$ cat config.mk
export PLATFORM = sky130hd
export DESIGN_NAME = pmem_arbiter
export DESIGN_NICKNAME = d
export VERILOG_FILES = /design/src/rtl/pmem_pkg.sv /design/src/rtl/pmem_req_mux.sv /design/src/rtl/pmem_arbiter.sv
export SDC_FILE = /design/constraint.sdc
export NUM_CORES = 1
export LEC_CHECK = 0
export CAP_MARGIN = 10
export CORE_AREA = 4 4 196 198
export DETAILED_ROUTE_END_ITERATION = 10
export DIE_AREA = 0 0 200 202
export DONT_BUFFER_PORTS = 1
export PLACE_DENSITY = 0.49
export SLEW_MARGIN = 40
export SYNTH_ARGS = -nofsm -noshare
export SYNTH_HDL_FRONTEND = slang
export SYNTH_SLANG_ARGS = --single-unit
$ cat constraint.sdc
create_clock -name clock -period 1.69 [get_ports clock]
set_input_delay 0.2535 -clock clock [delete_from_list [all_inputs] [get_ports clock]]
set_output_delay 0.2535 -clock clock [all_outputs]
set_load 0.05 [all_outputs]
$ cat src/rtl/pmem_pkg.sv
// Shared types for the physical-memory port arbiter: FSM encoding,
// memory base address and the registered request bundle.
package pmem_pkg;

  localparam int PMEM_AW = 64;
  localparam int PMEM_DW = 64;

  // Base of physical memory; reset vector region for instruction fetch.
  localparam logic [PMEM_AW-1:0] PMEM_START = 64'h0000_0000_8000_0000;

  typedef enum logic [1:0] {
    ARB_IDLE    = 2'd0,
    ARB_BUSY_IF = 2'd1,
    ARB_BUSY_LS = 2'd2
  } arb_state_t;

  typedef struct packed {
    logic [PMEM_AW-1:0]   addr;
    logic                 we;
    logic [PMEM_DW-1:0]   wdata;
    logic [PMEM_DW/8-1:0] wmask;
  } pmem_req_t;

endpackage

$ cat src/rtl/pmem_req_mux.sv
// Priority selector between fetch and load/store: LS wins unless it has
// already taken MAX_LS_RUN grants in a row while a fetch was waiting.
module pmem_req_mux
  import pmem_pkg::*;
#(
  parameter int MAX_LS_RUN = 4,
  parameter int RW         = $clog2(MAX_LS_RUN + 1)
) (
  input  logic          if_req,
  input  logic          ls_req,
  input  logic          if_flush,
  input  logic [RW-1:0] ls_run,
  output logic          gnt_if,
  output logic          gnt_ls
);

  logic cap_hit;

  always_comb begin
    cap_hit = if_req && (ls_run == RW'(MAX_LS_RUN));
    gnt_ls  = ls_req && !cap_hit;
    gnt_if  = !gnt_ls && if_req && !if_flush;
  end

endmodule

$ cat src/rtl/pmem_arbiter.sv
// Single-port physical memory arbiter: one transaction in flight, LS priority
// with an anti-starvation cap for fetch, and fetch-response drop on redirect.
module pmem_arbiter
  import pmem_pkg::*;
#(
  parameter int MAX_LS_RUN = 4,
  parameter int AW         = 64,
  parameter int DW         = 64
) (
  input  logic          clock,
  input  logic          reset,
  input  logic          if_req,
  input  logic [AW-1:0] if_addr,
  input  logic          if_flush,
  output logic          if_gnt,
  output logic          if_rvalid,
  output logic [31:0]   if_inst,
  input  logic          ls_req,
  input  logic          ls_we,
  input  logic [AW-1:0] ls_addr,
  input  logic [DW-1:0] ls_wdata,
  input  logic [DW/8-1:0] ls_wmask,
  output logic          ls_gnt,
  output logic          ls_rvalid,
  output logic [DW-1:0] ls_rdata,
  output logic          mem_valid,
  output logic          mem_we,
  output logic [AW-1:0] mem_addr,
  output logic [DW-1:0] mem_wdata,
  output logic [DW/8-1:0] mem_wmask,
  input  logic          mem_ready,
  input  logic [DW-1:0] mem_rdata
);

  localparam int RW = $clog2(MAX_LS_RUN + 1);

  arb_state_t    state, state_nxt;
  logic [RW-1:0] ls_run;
  logic          drop;
  logic          sel_if, sel_ls;
  pmem_req_t     req;

  pmem_req_mux #(
    .MAX_LS_RUN(MAX_LS_RUN),
    .RW        (RW)
  ) u_req_mux (
    .if_req  (if_req),
    .ls_req  (ls_req),
    .if_flush(if_flush),
    .ls_run  (ls_run),
    .gnt_if  (sel_if),
    .gnt_ls  (sel_ls)
  );

  always_comb begin
    state_nxt = state;
    if_gnt    = 1'b0;
    ls_gnt    = 1'b0;
    case (state)
      ARB_IDLE: begin
        if (!reset) begin
          if (sel_ls) begin
            ls_gnt    = 1'b1;
            state_nxt = ARB_BUSY_LS;
          end else if (sel_if) begin
            if_gnt    = 1'b1;
            state_nxt = ARB_BUSY_IF;
          end
        end
      end
      ARB_BUSY_IF, ARB_BUSY_LS: begin
        if (mem_ready) state_nxt = ARB_IDLE;
      end
      default: state_nxt = ARB_IDLE;
    endcase
  end

  // mem_valid depends only on registered state, never on mem_ready.
  assign mem_valid = (state != ARB_IDLE);
  assign mem_we    = req.we;
  assign mem_wdata = req.wdata;
  assign mem_wmask = req.wmask;
  // The full fetch address is kept so bit 2 can pick the instruction half.
  assign mem_addr  = (state == ARB_BUSY_IF) ? {req.addr[AW-1:3], 3'b000} : req.addr;

  always_ff @(posedge clock) begin
    if (reset) begin
      state     <= ARB_IDLE;
      ls_run    <= '0;
      drop      <= 1'b0;
      req       <= '0;
      if_rvalid <= 1'b0;
      if_inst   <= '0;
      ls_rvalid <= 1'b0;
      ls_rdata  <= '0;
    end else begin
      state     <= state_nxt;
      if_rvalid <= 1'b0;
      ls_rvalid <= 1'b0;
      case (state)
        ARB_IDLE: begin
          drop <= 1'b0;
          if (if_gnt || !if_req) begin
            ls_run <= '0;
          end else if (ls_gnt && ls_run != RW'(MAX_LS_RUN)) begin
            ls_run <= ls_run + 1'b1;
          end
          if (ls_gnt) begin
            req.addr  <= ls_addr;
            req.we    <= ls_we;
            req.wdata <= ls_wdata;
            req.wmask <= ls_we ? ls_wmask : '0;
          end else if (if_gnt) begin
            req.addr  <= if_addr;
            req.we    <= 1'b0;
            req.wdata <= '0;
            req.wmask <= '0;
          end
        end
        ARB_BUSY_IF: begin
          if (mem_ready) begin
            drop <= 1'b0;
            // A redirect in the completion cycle also kills the response.
            if (!(drop || if_flush)) begin
              if_rvalid <= 1'b1;
              if_inst   <= req.addr[2] ? mem_rdata[63:32] : mem_rdata[31:0];
            end
          end else if (if_flush) begin
            drop <= 1'b1;
          end
        end
        ARB_BUSY_LS: begin
          if (mem_ready) begin
            ls_rvalid <= 1'b1;
            ls_rdata  <= mem_rdata;
          end
        end
        default: ;
      endcase
    end
  end

endmodule

==> out/results.txt <==
Share of cells above drive strength 1 - 31.9%
Min cycle time layout - 1.87 ns
Hold_ws - -0.190 ns
Area leader, netlist - dfxtp_1
Critical Path End Type - output pin
Relative max-transition margin - 59.6%
Hold WC Path Type - primary input to flop
Worst R2R Path Depth - 11
Top cells by area, synth - dfxtp_1, a21oi_1, buf_4
Vias in the first global route - 8839
Clk buf depth - 3
Initial antenna violation count - 2
Gr usage total - 16.8%
Largest net degree at the start of global routing - 245
Clock latency at the later pin of the worst-skew pair - 0.54 ns
Dpl hpwl - 25.6 mm
Final GP Congestion - 0.795
Slew Limit Fails - 0
Setup crit start kind - flop
Post-synthesis net count - 1570
Final worst slack - -0.181 ns
Post-Syn Area - 10700 um2
Period utilization - 111%
CP Depth - 6
#FFs+latches synth - 241
Worst Hold Depth - 1
Fin nets - 1618
CTS tree - done
Worst EP arrival - 1.62 ns
DR vias - 9290
Status - finished with violations
DR pass1 iterations - 4
Delay-heaviest family, CP - flip-flops
Clock Skew - 0.00984 ns
Fin. Hold Viols - 195
Worst-path clk slew - 0.06 ns
Remaining global-route overflow - 0
First-pass GRT wire length - 53.7 mm
Avg Vias per Cell - 5.07
Max VDD drop - 0.626 mV
MaxCap Viol Count - 0
Die Area - 40400 um2
Largest stage delay on the critical path - 0.34 ns
Max FO, Critical Path - 5
CTS H-tree lvls - 1
Die height - 202 um
TritonCTS buffer count - 28
Syn Area/Cell - 8.27 um2
EDFF count, synth - 0
DR iter-0 viols - 509
Worst Path Buf+Inv - 3
Peak Freq - 535 MHz
Setup TNS - -8.23 ns
Final wirelength - 41.7 mm
Crit-path cells - inv_2 > ha_4 > nand3_2 > nand4b_1 > inv_4 > buf_16
Design Area, Final - 14600 um2
Top-area cell type share of the netlist area - 45.1%
Req. time, crit path - 1.44 ns
Die W - 200 um
Layout Utilization - 40.1%
Num rows - 70
Primary FF master, synth - dfxtp_1
P per Cell Area - 1120 nW/um2
Crit path kind - flop to output pin
Synth unique cells - 31
Ports - 509
Routed Antenna Nets - 0
Clock sinks - 241
Slowest CP cell - dfxtp_2
Wire length per cell - 22.7 um
Area growth, synth to finish - 36.8%
Root Buffer - clkbuf_16
Final setup violating endpoints - 108
DRC viols - 0
Area after DPL - 11200 um2
RSZ-0062 raised after global routing - true
Failing checks - negative hold slack, negative setup slack
Register area share after synthesis - 45.1%
Core Area - 36500 um2
YS warnings - 0
Fill count - 3568
Async S/R FF share, synth - 0%
Leak Pwr - 5.34 nW
Port bufs - 0
Slew @ Worst Pin - 0.606 ns
Initial core utilization - 29.3%
Mapped Cells - 1294
-- cell families after synthesis --
| logic type | after synthesis | share of synthesized area (%) |
|---|---|---|
| buffers and inverters | 244 | 14.0 |
| AOI/OAI and AO/OA | 311 | 19.6 |
| DFF | 241 | 45.1 |
| muxes | 32 | 2.99 |
| adders and majority gates | 5 | 0.585 |
| and+or+nand+nor | 461 | 17.8 |
-- metrics by stage --
stage	cells	hold slack, ns	total power [mW]	worst slack (ns)
floorplan	1294	0.331	8.75	-0.0787
global placement	1654	0.338	9.00	-0.0227
detailed placement	1654	0.340	9.03	-0.0547
CTS	1759	-0.233	16.2	-0.244
global route	1834	-0.230	17.0	-0.267
finish	1834	-0.190	16.4	-0.181
-- placed cells by master (no fill, tap or decap), drive strengths merged, types with 2 or more instances in the layout --
master and instances:
mux2i 32, nand2 265, dlygate4sd3 63, dfxtp 241, bufinv 5, clkinv 3
clkbuf 67, nor2 97, diode 2, o21ai 3, nand3 83, nor2b 4
nand3b 2, nor3b 2, nand4 3, clkinvlp 2, inv 5, a211oi 97
ha 5, buf 168, a21oi 207
-- report_power, final --
group | switching, mW | internal, mW
combinational | 1.67 | 1.26
sequential | 0.730 | 6.00
clock | 2.42 | 4.36
-- Yosys cell counts, types with 2 or more instances --
cell and instances:
nand4_1 3, ha_1 5, nand2_1 265, nand3b_1 2, nor2_1 97, dfxtp_1 241, buf_1 4, a211oi_2 57
buf_4 135, clkbuf_1 42, a211oi_1 40, mux2i_1 32, buf_2 57, nand3_1 83, a21oi_1 207, inv_1 5
o21ai_0 3, nor2b_1 3
-- worst register-to-register path: stages, from the launching register on --
cell        delay (ns)
dfxtp_4           0.36
inv_4             0.06
ha_4              0.14
buf_6             0.10
clkinvlp_4        0.10
nor3b_4           0.22
buf_4             0.16
buf_12            0.15
buf_6             0.12
clkbuf_16         0.14
nand2_2           0.05
a211oi_2          0.18
-- routing by layer --
layer | vias to the layer above | wire (um) | global-route usage, %
li1 | 4352 | - | -
met1 | 4481 | 15100 | 18.0
met2 | 389 | 21400 | 30.4
met3 | 68 | 4030 | 6.70
met4 | 0 | 1230 | 4.56
met5 | - | 0 | 0
-- registers in the layout (all words and copies together), names as in the netlist --
| name | count |
|---|---|
| mem_we | 1 |
| state | 2 |
| drop | 1 |
| ls_run | 3 |
| ls_rvalid | 1 |
| req | 64 |
| if_inst | 32 |
| mem_wdata | 64 |
| ls_rdata | 64 |
| mem_wmask | 8 |
| if_rvalid | 1 |
-- path summary, 6_finish.rpt --
path / from / to / slack (ns)
setup reg to reg: state[0] / req[119] / -0.18
setup / recovery: ls_run[1] / ls_gnt / -0.18
hold reg to reg: ls_rdata[2] / ls_rdata[2] / 0.46
hold / removal: reset / req[93] / -0.19
-- layout make-up --
class / count / area (um2) / share of cell area, %
antenna: 2 / 5.00 / 0.0342
clock buffer: 43 / 888 / 6.07
clock inverter: 9 / 173 / 1.18
inverter: 6 / 33.8 / 0.231
multi-input combinational: 809 / 4930 / 33.7
sequential: 241 / 4830 / 33.0
tap: 468 / 586 / 4.00
timing repair buffer: 256 / 3180 / 21.7
-- timing repair --
item,4_1_cts,5_1_grt
resized for setup,61,112
hold buffers,26,37
pin swaps,17,65
cloned,10,27
hold endpoints to repair,241,240
endpoints found under the setup margin,64,177
setup buffers,17,16
(Power assumes the default switching activity.)
